### config.mk
export PLATFORM = sky130hd
export DESIGN_NAME = expr_eval
export DESIGN_NICKNAME = d
export VERILOG_FILES = /design/src/rtl/expr_eval.sv
export SDC_FILE = /design/constraint.sdc
export NUM_CORES = 1
export LEC_CHECK = 0
export BUFFER_PORTS_ARGS = -buffer_cell sky130_fd_sc_hd__buf_2
export CORE_ASPECT_RATIO = 0.7
export CORE_MARGIN = 4
export CORE_UTILIZATION = 36
export CTS_CLUSTER_DIAMETER = 30
export DETAILED_ROUTE_END_ITERATION = 16
export RECOVER_POWER = 25
export SLEW_MARGIN = 20
export SYNTH_ARGS = -nofsm -noshare
export SYNTH_HDL_FRONTEND = slang
export SYNTH_SLANG_ARGS = --single-unit
### constraint.sdc
create_clock -name clk -period 5.5 [get_ports clk]
set_clock_uncertainty 0.15 [all_clocks]
set_input_delay 0 -clock clk [delete_from_list [all_inputs] [get_ports clk]]
set_output_delay 0 -clock clk [all_outputs]
set_load 0.005 [all_outputs]
### src/rtl/expr_eval.sv
// Streaming evaluator for "digit (op digit)*" over '+' and '*' with '*' binding tighter.
// Optional macro EXPR_EVAL_OVF_EN enables widened arithmetic and the sticky ovf flag.
module expr_eval #(
  parameter int W = 16
) (
  input  logic         clk,
  input  logic         clr,
  input  logic [7:0]   in,
  input  logic         in_vld,
  output logic [W-1:0] result,
  output logic         res_vld,
  output logic         err,
  output logic         ovf
);

  localparam logic [2:0] S_START = 3'd0;
  localparam logic [2:0] S_NUM   = 3'd1;
  localparam logic [2:0] S_ADD   = 3'd2;
  localparam logic [2:0] S_MUL   = 3'd3;
  localparam logic [2:0] S_ERR   = 3'd4;

  logic [2:0]   r_state;
  logic [W-1:0] r_sum;
  logic [W-1:0] r_term;
  logic [W-1:0] r_result;
  logic         r_res_vld;
  logic         r_err;

  logic         w_is_digit;
  logic [W-1:0] w_digit;
  logic [W-1:0] w_base;
  logic [W-1:0] w_new_term;
  logic [W-1:0] w_res;
  logic [W-1:0] w_acc;

  assign w_is_digit = (in >= 8'd48) && (in <= 8'd57);
  // '0'..'9' carry their value in the low nibble.
  assign w_digit    = W'(in[3:0]);

`ifdef EXPR_EVAL_OVF_EN
  logic         r_ovf;
  logic         w_ovf_mul;
  logic         w_ovf_digit;
  logic         w_ovf_add;
  logic [W+3:0] w_prod_wide;
  logic [W:0]   w_res_wide;
  logic [W:0]   w_acc_wide;

  assign w_prod_wide = {4'b0000, r_term} * {{W{1'b0}}, in[3:0]};
  assign w_acc_wide  = {1'b0, r_sum} + {1'b0, r_term};
  assign w_acc       = w_acc_wide[W-1:0];
  assign w_ovf_add   = w_acc_wide[W];
`else
  assign w_acc = r_sum + r_term;
`endif

  // NOTE: every signal assigned in always_comb gets a default first so no latch is inferred.
  always_comb begin
    w_base     = (r_state == S_START) ? '0 : r_sum;
    w_new_term = w_digit;
`ifdef EXPR_EVAL_OVF_EN
    w_ovf_mul  = 1'b0;
    if (r_state == S_MUL) begin
      w_new_term = w_prod_wide[W-1:0];
      w_ovf_mul  = |w_prod_wide[W+3:W];
    end
`else
    if (r_state == S_MUL) begin
      w_new_term = r_term * w_digit;
    end
`endif
  end

`ifdef EXPR_EVAL_OVF_EN
  assign w_res_wide  = {1'b0, w_base} + {1'b0, w_new_term};
  assign w_res       = w_res_wide[W-1:0];
  assign w_ovf_digit = w_ovf_mul | w_res_wide[W];
`else
  assign w_res = w_base + w_new_term;
`endif

  // NOTE: state registers use non-blocking assignments so all of them update from pre-edge values.
  always_ff @(posedge clk) begin
    if (clr) begin
      r_state   <= S_START;
      r_sum     <= '0;
      r_term    <= '0;
      r_result  <= '0;
      r_res_vld <= 1'b0;
      r_err     <= 1'b0;
`ifdef EXPR_EVAL_OVF_EN
      r_ovf     <= 1'b0;
`endif
    end else if (in_vld && (r_state != S_ERR)) begin
      case (r_state)
        S_START, S_ADD, S_MUL: begin
          if (w_is_digit) begin
            r_state   <= S_NUM;
            r_sum     <= w_base;
            r_term    <= w_new_term;
            r_result  <= w_res;
            r_res_vld <= 1'b1;
`ifdef EXPR_EVAL_OVF_EN
            r_ovf     <= r_ovf | w_ovf_digit;
`endif
          end else begin
            r_state   <= S_ERR;
            r_err     <= 1'b1;
            r_res_vld <= 1'b0;
          end
        end
        S_NUM: begin
          r_res_vld <= 1'b0;
          if (in == 8'd43) begin
            r_state <= S_ADD;
            r_sum   <= w_acc;
`ifdef EXPR_EVAL_OVF_EN
            r_ovf   <= r_ovf | w_ovf_add;
`endif
          end else if (in == 8'd42) begin
            r_state <= S_MUL;
          end else begin
            r_state <= S_ERR;
            r_err   <= 1'b1;
          end
        end
        default: begin
          r_state   <= S_ERR;
          r_err     <= 1'b1;
          r_res_vld <= 1'b0;
        end
      endcase
    end
  end

  assign result  = r_result;
  assign res_vld = r_res_vld;
  assign err     = r_err;
`ifdef EXPR_EVAL_OVF_EN
  assign ovf     = r_ovf;
`else
  assign ovf     = 1'b0;
`endif

endmodule

# Yosys cells after proc, flatten, opt, wreduce, memory -nomap -nowiden
# Cells that the tools add are included.
# totals
in_bits	11
register_bits	53
# classes
addsub	2
n_mul	1
mux	15
n_reduce_logical	8
n_lt_le_gt_ge	2
n_eq_ne	11
# op_table
cell	n
16-bit two-way mux	4
16-bit adder	2
16-bit case mux with 2 select lines	1
8-bit by 6-bit == test with 1-bit output (second input constant)	2
16-bit by 4-bit multiplier with 16-bit output	1
2-bit != test (second input constant)	5
3-bit two-way mux	3
8-bit by 6-bit greater-or-equal comparator with 1-bit output (second input constant)	1
8-bit by 6-bit less-or-equal comparator with 1-bit output (second input constant)	1
4-bit AND reduction	2
3-bit by 2-bit == test with 1-bit output (second input constant)	2
3-bit case mux with 2 select lines	1
1-bit two-way mux	5
3-bit by 1-bit == test with 1-bit output (second input constant)	1
3-bit zero test	1
3-bit != test (second input constant)	1
3-bit AND reduction	1
3-bit OR reduction	1
1-bit logical AND	2
1-bit case mux with 2 select lines	1
2-bit nonzero test	1

# Depth between registers and ports, before layout
# depth
depth_word	4
mapped_depth	22
ltp_nobuf	21

# Worst setup path before layout
# Ideal clock, no wire load.
# synth_timing
path_kind	flip-flop to flip-flop
from	register r_term[0]
to	register r_result[15] (netlist: result[15])
path_slack_ns	0.787
setup_time_ns	0.133
required_time_ns	5.217
path_stages_with_launch	21
arrival_ns	4.431
path_cell_list	dfxtp_1 > nand2_1 > fa_1 > fa_1 > inv_1 > ha_1 > a211oi_1 > nor2_1 > o21a_1 > nor2_1 > xor2_1 > nor2_1 > ha_1 > and3_1 > a221oi_2 > a31oi_1 > or2_1 > a311o_1 > o211ai_2 > xor2_1 > a21oi_1
# synth_via
elab_chain_cells	3
# synth_lines
element	line_no	rtl
from (decl)	24	logic [W-1:0] r_term;
from (signal assigned)	100	r_term <= w_new_term;
16-bit by 4-bit multiplier with 16-bit output	69	w_new_term = r_term * w_digit;
16-bit two-way mux	68	if (r_state == S_MUL) begin
net w_new_term[7]	32	logic [W-1:0] w_new_term;
16-bit adder	79	assign w_res = w_base + w_new_term;
to (signal assigned)	101	r_result <= w_res;
to (decl)	25	logic [W-1:0] r_result;
# The timed path passes the listed nets, and every way through them passes these cells.
# A chain may end at the register's enable or synchronous reset.

# Worst setup path in the final report
# layout_timing
from	register r_term[3]
to	register r_result[15] (netlist: result[15])
# The elaborated chain is that of the path after synthesis.

==> results.py <==
metrics = {
    "pwr": {
        "clkPwrFrac": 0.465,
        "p_seq_frac": 0.472,
        "switching_power_mw": 0.196,
        "p_sw_frac": 0.238,
        "internal_power_mw": 0.628,
        "p_leak_nw": 2.51,
        "p_comb_frac": 0.063,
        "peakVddDrop_uv": 142,
        "cellPowerDensity_mw_per_mm2": 147,
        "p_total_mw": 0.824,
    },
    "finish": {
        "drive_gt1_frac": 0.0672,
        "seqCellArea_mm2": 0.00106,
        "area_growth_pct": 9.98,
        "nFillCells": 1483,
        "final_area_mm2": 0.00560,
        "multi_input_area_mm2": 0.00375,
        "fin_util": 0.403,
        "n_antenna_cell": 0,
        "num-nets-final": 768,
    },
    "clock_network": {
        "post_cts_buffers": 0,
        "numClockSinks": 53,
        "cts-buffers-inserted": 5,
        "cts-root-buf": "clkbuf_16",
        "clk_latency_ns": 0.30,
        "h-tree-depth": 2,
        "cts_tree": "yes",
        "clock_path_buffers": 2,
        "clk_pin_slew_ns": 0.07,
    },
    "synthesis": {
        "ys_warn_count": 0,
        "synth_cell_types": 57,
        "synth_edf_count": 0,
        "syn-num-nets": 751,
        "synthFlopType": "dfxtp_1",
        "postSynthCellCount": 667,
        "postSynthAreaPerCell_um2": 7.63,
        "synth_async_sr_flop_share": 0,
        "yosys_register_bits": 53,
        "ys_seq_area_frac": 0.208,
        "synth_area_mm2": 0.00509,
    },
    "placed_design": {
        "dp_hpwl_um": 10800,
        "placed_cell_area_mm2": 0.00541,
        "port_buffers": 28,
        "place_congestion": 0.884,
    },
    "sta": {
        "hold_slack_ns": 0.0728,
        "final_hold_viol_count": 0,
        "finalSetupTns_ns": 0,
        "worstMarginPinSlew_ns": 0.661,
        "fmax_mhz": 195,
        "relSlewSlack": 0.558,
        "min_period_over_period": 0.934,
        "finalMaxSlewViolations": 0,
        "rsz0062_at_grt": "false",
        "setup_violations": 0,
        "fin_crit_ns": 5.14,
    },
    "global_route": {
        "track_usage": 0.178,
        "grt_overflow_total": 0,
        "antenna_found_initial": 0,
        "grt_pass1_vias": 4331,
        "grt_max_degree": 54,
        "grt_pass1_wl_um": 22600,
    },
    "setup_path": {
        "worstPathMaxFanout": 6,
        "cp_common_cell": "nor2_1",
        "critPathKind": "flop to flop",
        "rrSetupSlack_ns": 0.36,
        "slowest_stage": "fa_1",
        "worst_ep_required_time_ns": 5.52,
        "cp_cell_sequence": "and2_1 -> fa_1 -> inv_1 -> fa_1 -> inv_1 -> ha_1 -> o21ai_0 -> nor2_1 -> o21a_1 -> nor2_1 -> xor2_1 -> nor2_1 -> ha_1 -> and3_1 -> a221oi_2 -> a31oi_1 -> or2_1 -> a311o_1 -> o211ai_2 -> xor2_1 -> a21oi_1",
        "cp-start-kind": "flop",
        "crit_arrival_ns": 5.16,
        "end_kind": "flop",
        "cpPeakStageDelay_ns": 0.53,
    },
    "die": {
        "core.rowCount": 36,
        "pin_count": 30,
        "die_area_mm2": 0.0161,
        "die_x_um": 150,
        "die_y_um": 107,
        "start_util": 0.367,
        "core_mm2": 0.0139,
    },
    "routing": {
        "route.detailed.drc": 0,
        "via_count": 4619,
        "wl_met3_um": 894,
        "wl_met2_um": 5610,
        "first_pass_iters": 6,
        "totalWireLength_um": 14000,
        "drtAntennaViolNets": 0,
        "vias_per_cell": 5.28,
        "initialDrtViolationCount": 351,
        "drt-met1-wl_um": 7390,
        "avgRoutedWirePerCell_um": 16.0,
        "top_layer_used": "met4",
    },
    "status": {
        "status": "finished clean",
    },
    "flow_run": {
        "cap_violations": 0,
    },
    "worst_hold_path": {
        "hp-class": "primary input to flop",
    },
}
## stage by stage
step	worst slack, ns	std cells
floorplan	0.787	667
global placement	0.441	866
detailed placement	0.299	866
CTS	0.270	875
global route	0.0188	875
finish	0.363	875
## worst max-delay path, delay by kind of cell (launching register included)
kind,cells,cell delay (ns)
adder cells (fa/ha/maj),4,1.75
AND/OR/NAND/NOR,6,0.94
AO/OA/AOI/OAI,7,1.38
buffers and inverters,2,0.09
XOR/XNOR,2,0.30
flip-flops,1,0.39
## sequential cells by signal (all words and copies together) (netlist names)
signal   flops
r_sum       16
r_term      16
result      16
r_state      3
err          1
res_vld      1
## cell families after synthesis
kind of cell,count (synthesis),synth area share
fa+ha+maj,73,0.219
buf+inv,76,0.0575
xor+xnor,35,0.0602
simple gates,284,0.270
flops,53,0.208
compound gates,144,0.182
mux,1,0.00197
other cells,1,0.000737
## final timing paths
check,start,to,depth (start not counted)
max reg2reg,r_term[3],result[15],21
min,in[3],r_term[3],5
min reg2reg,result[13],result[13],2
max,r_term[3],result[15],21
## per-layer routing
layer  GRT usage  vias up
met1       0.274     2174
met3      0.0269        8
met2       0.263      137
li1            -     2300
met4      0.0339        0
met5           0        -
## placed cells by master (no fill, tap or decap), drive strengths merged, types with 2 or more instances in the layout
master,n
o31ai,3
and3,9
ha,46
o21ai,20
a22oi,9
dfxtp,53
or2,3
buf,26
nor3b,3
or3,14
nand3b,2
nand2,105
nand4,3
a31oi,5
o21bai,5
a21o,12
o31a,2
nor2,50
o21a,7
a211oi,12
fa,27
xnor2,24
nor2b,17
nand3,12
o211ai,2
o311ai,2
a21boi,3
nand2b,3
inv,52
clkbuf,13
nor3,19
xor2,11
and2,39
a21oi,55
## final cells by class
type | count | share of cell area
repair buffers | 34 | 0.0320
inverters | 52 | 0.0349
multi-input cells | 538 | 0.669
well taps | 190 | 0.0425
clock buffers | 6 | 0.0248
clock inverters | 2 | 0.00671
flip-flops and latches | 53 | 0.190
## cell usage after synthesis, types with 7 or more instances
library cell / n / share of area
a211oi_1: 12 / 0.018
a21o_1: 12 / 0.018
a21oi_1: 53 / 0.052
a22oi_1: 9 / 0.013
and2_1: 39 / 0.048
and3_1: 9 / 0.011
clkbuf_1: 19 / 0.014
dfxtp_1: 53 / 0.21
fa_1: 27 / 0.11
ha_1: 46 / 0.11
inv_1: 51 / 0.038
nand2_1: 104 / 0.077
nand3_1: 11 / 0.011
nor2_1: 50 / 0.037
nor2b_1: 17 / 0.021
nor3_1: 19 / 0.019
o21a_1: 7 / 0.010
o21ai_0: 13 / 0.013
o21ai_1: 7 / 0.0069
or3_1: 14 / 0.017
xnor2_1: 24 / 0.041
xor2_1: 11 / 0.019
## timing repair
item                                    in CTS  in global routing
hold buffers                                 1                  0
endpoints found under the setup margin       0                  2
resized for setup                            0                  3
hold endpoints to repair                     2                  0
## power by group through the flow
stage                     Combinational [mW]  Clock, mW  Sequential (mW)
after floorplan                       0.0312          0            0.397
after global placement                0.0497          0            0.398
after detailed placement              0.0508          0            0.398
after CTS                             0.0518      0.392            0.389
after global routing                  0.0571      0.403            0.390
final                                 0.0518      0.383            0.389
No activity file was read; power rests on OpenSTA's default activity.
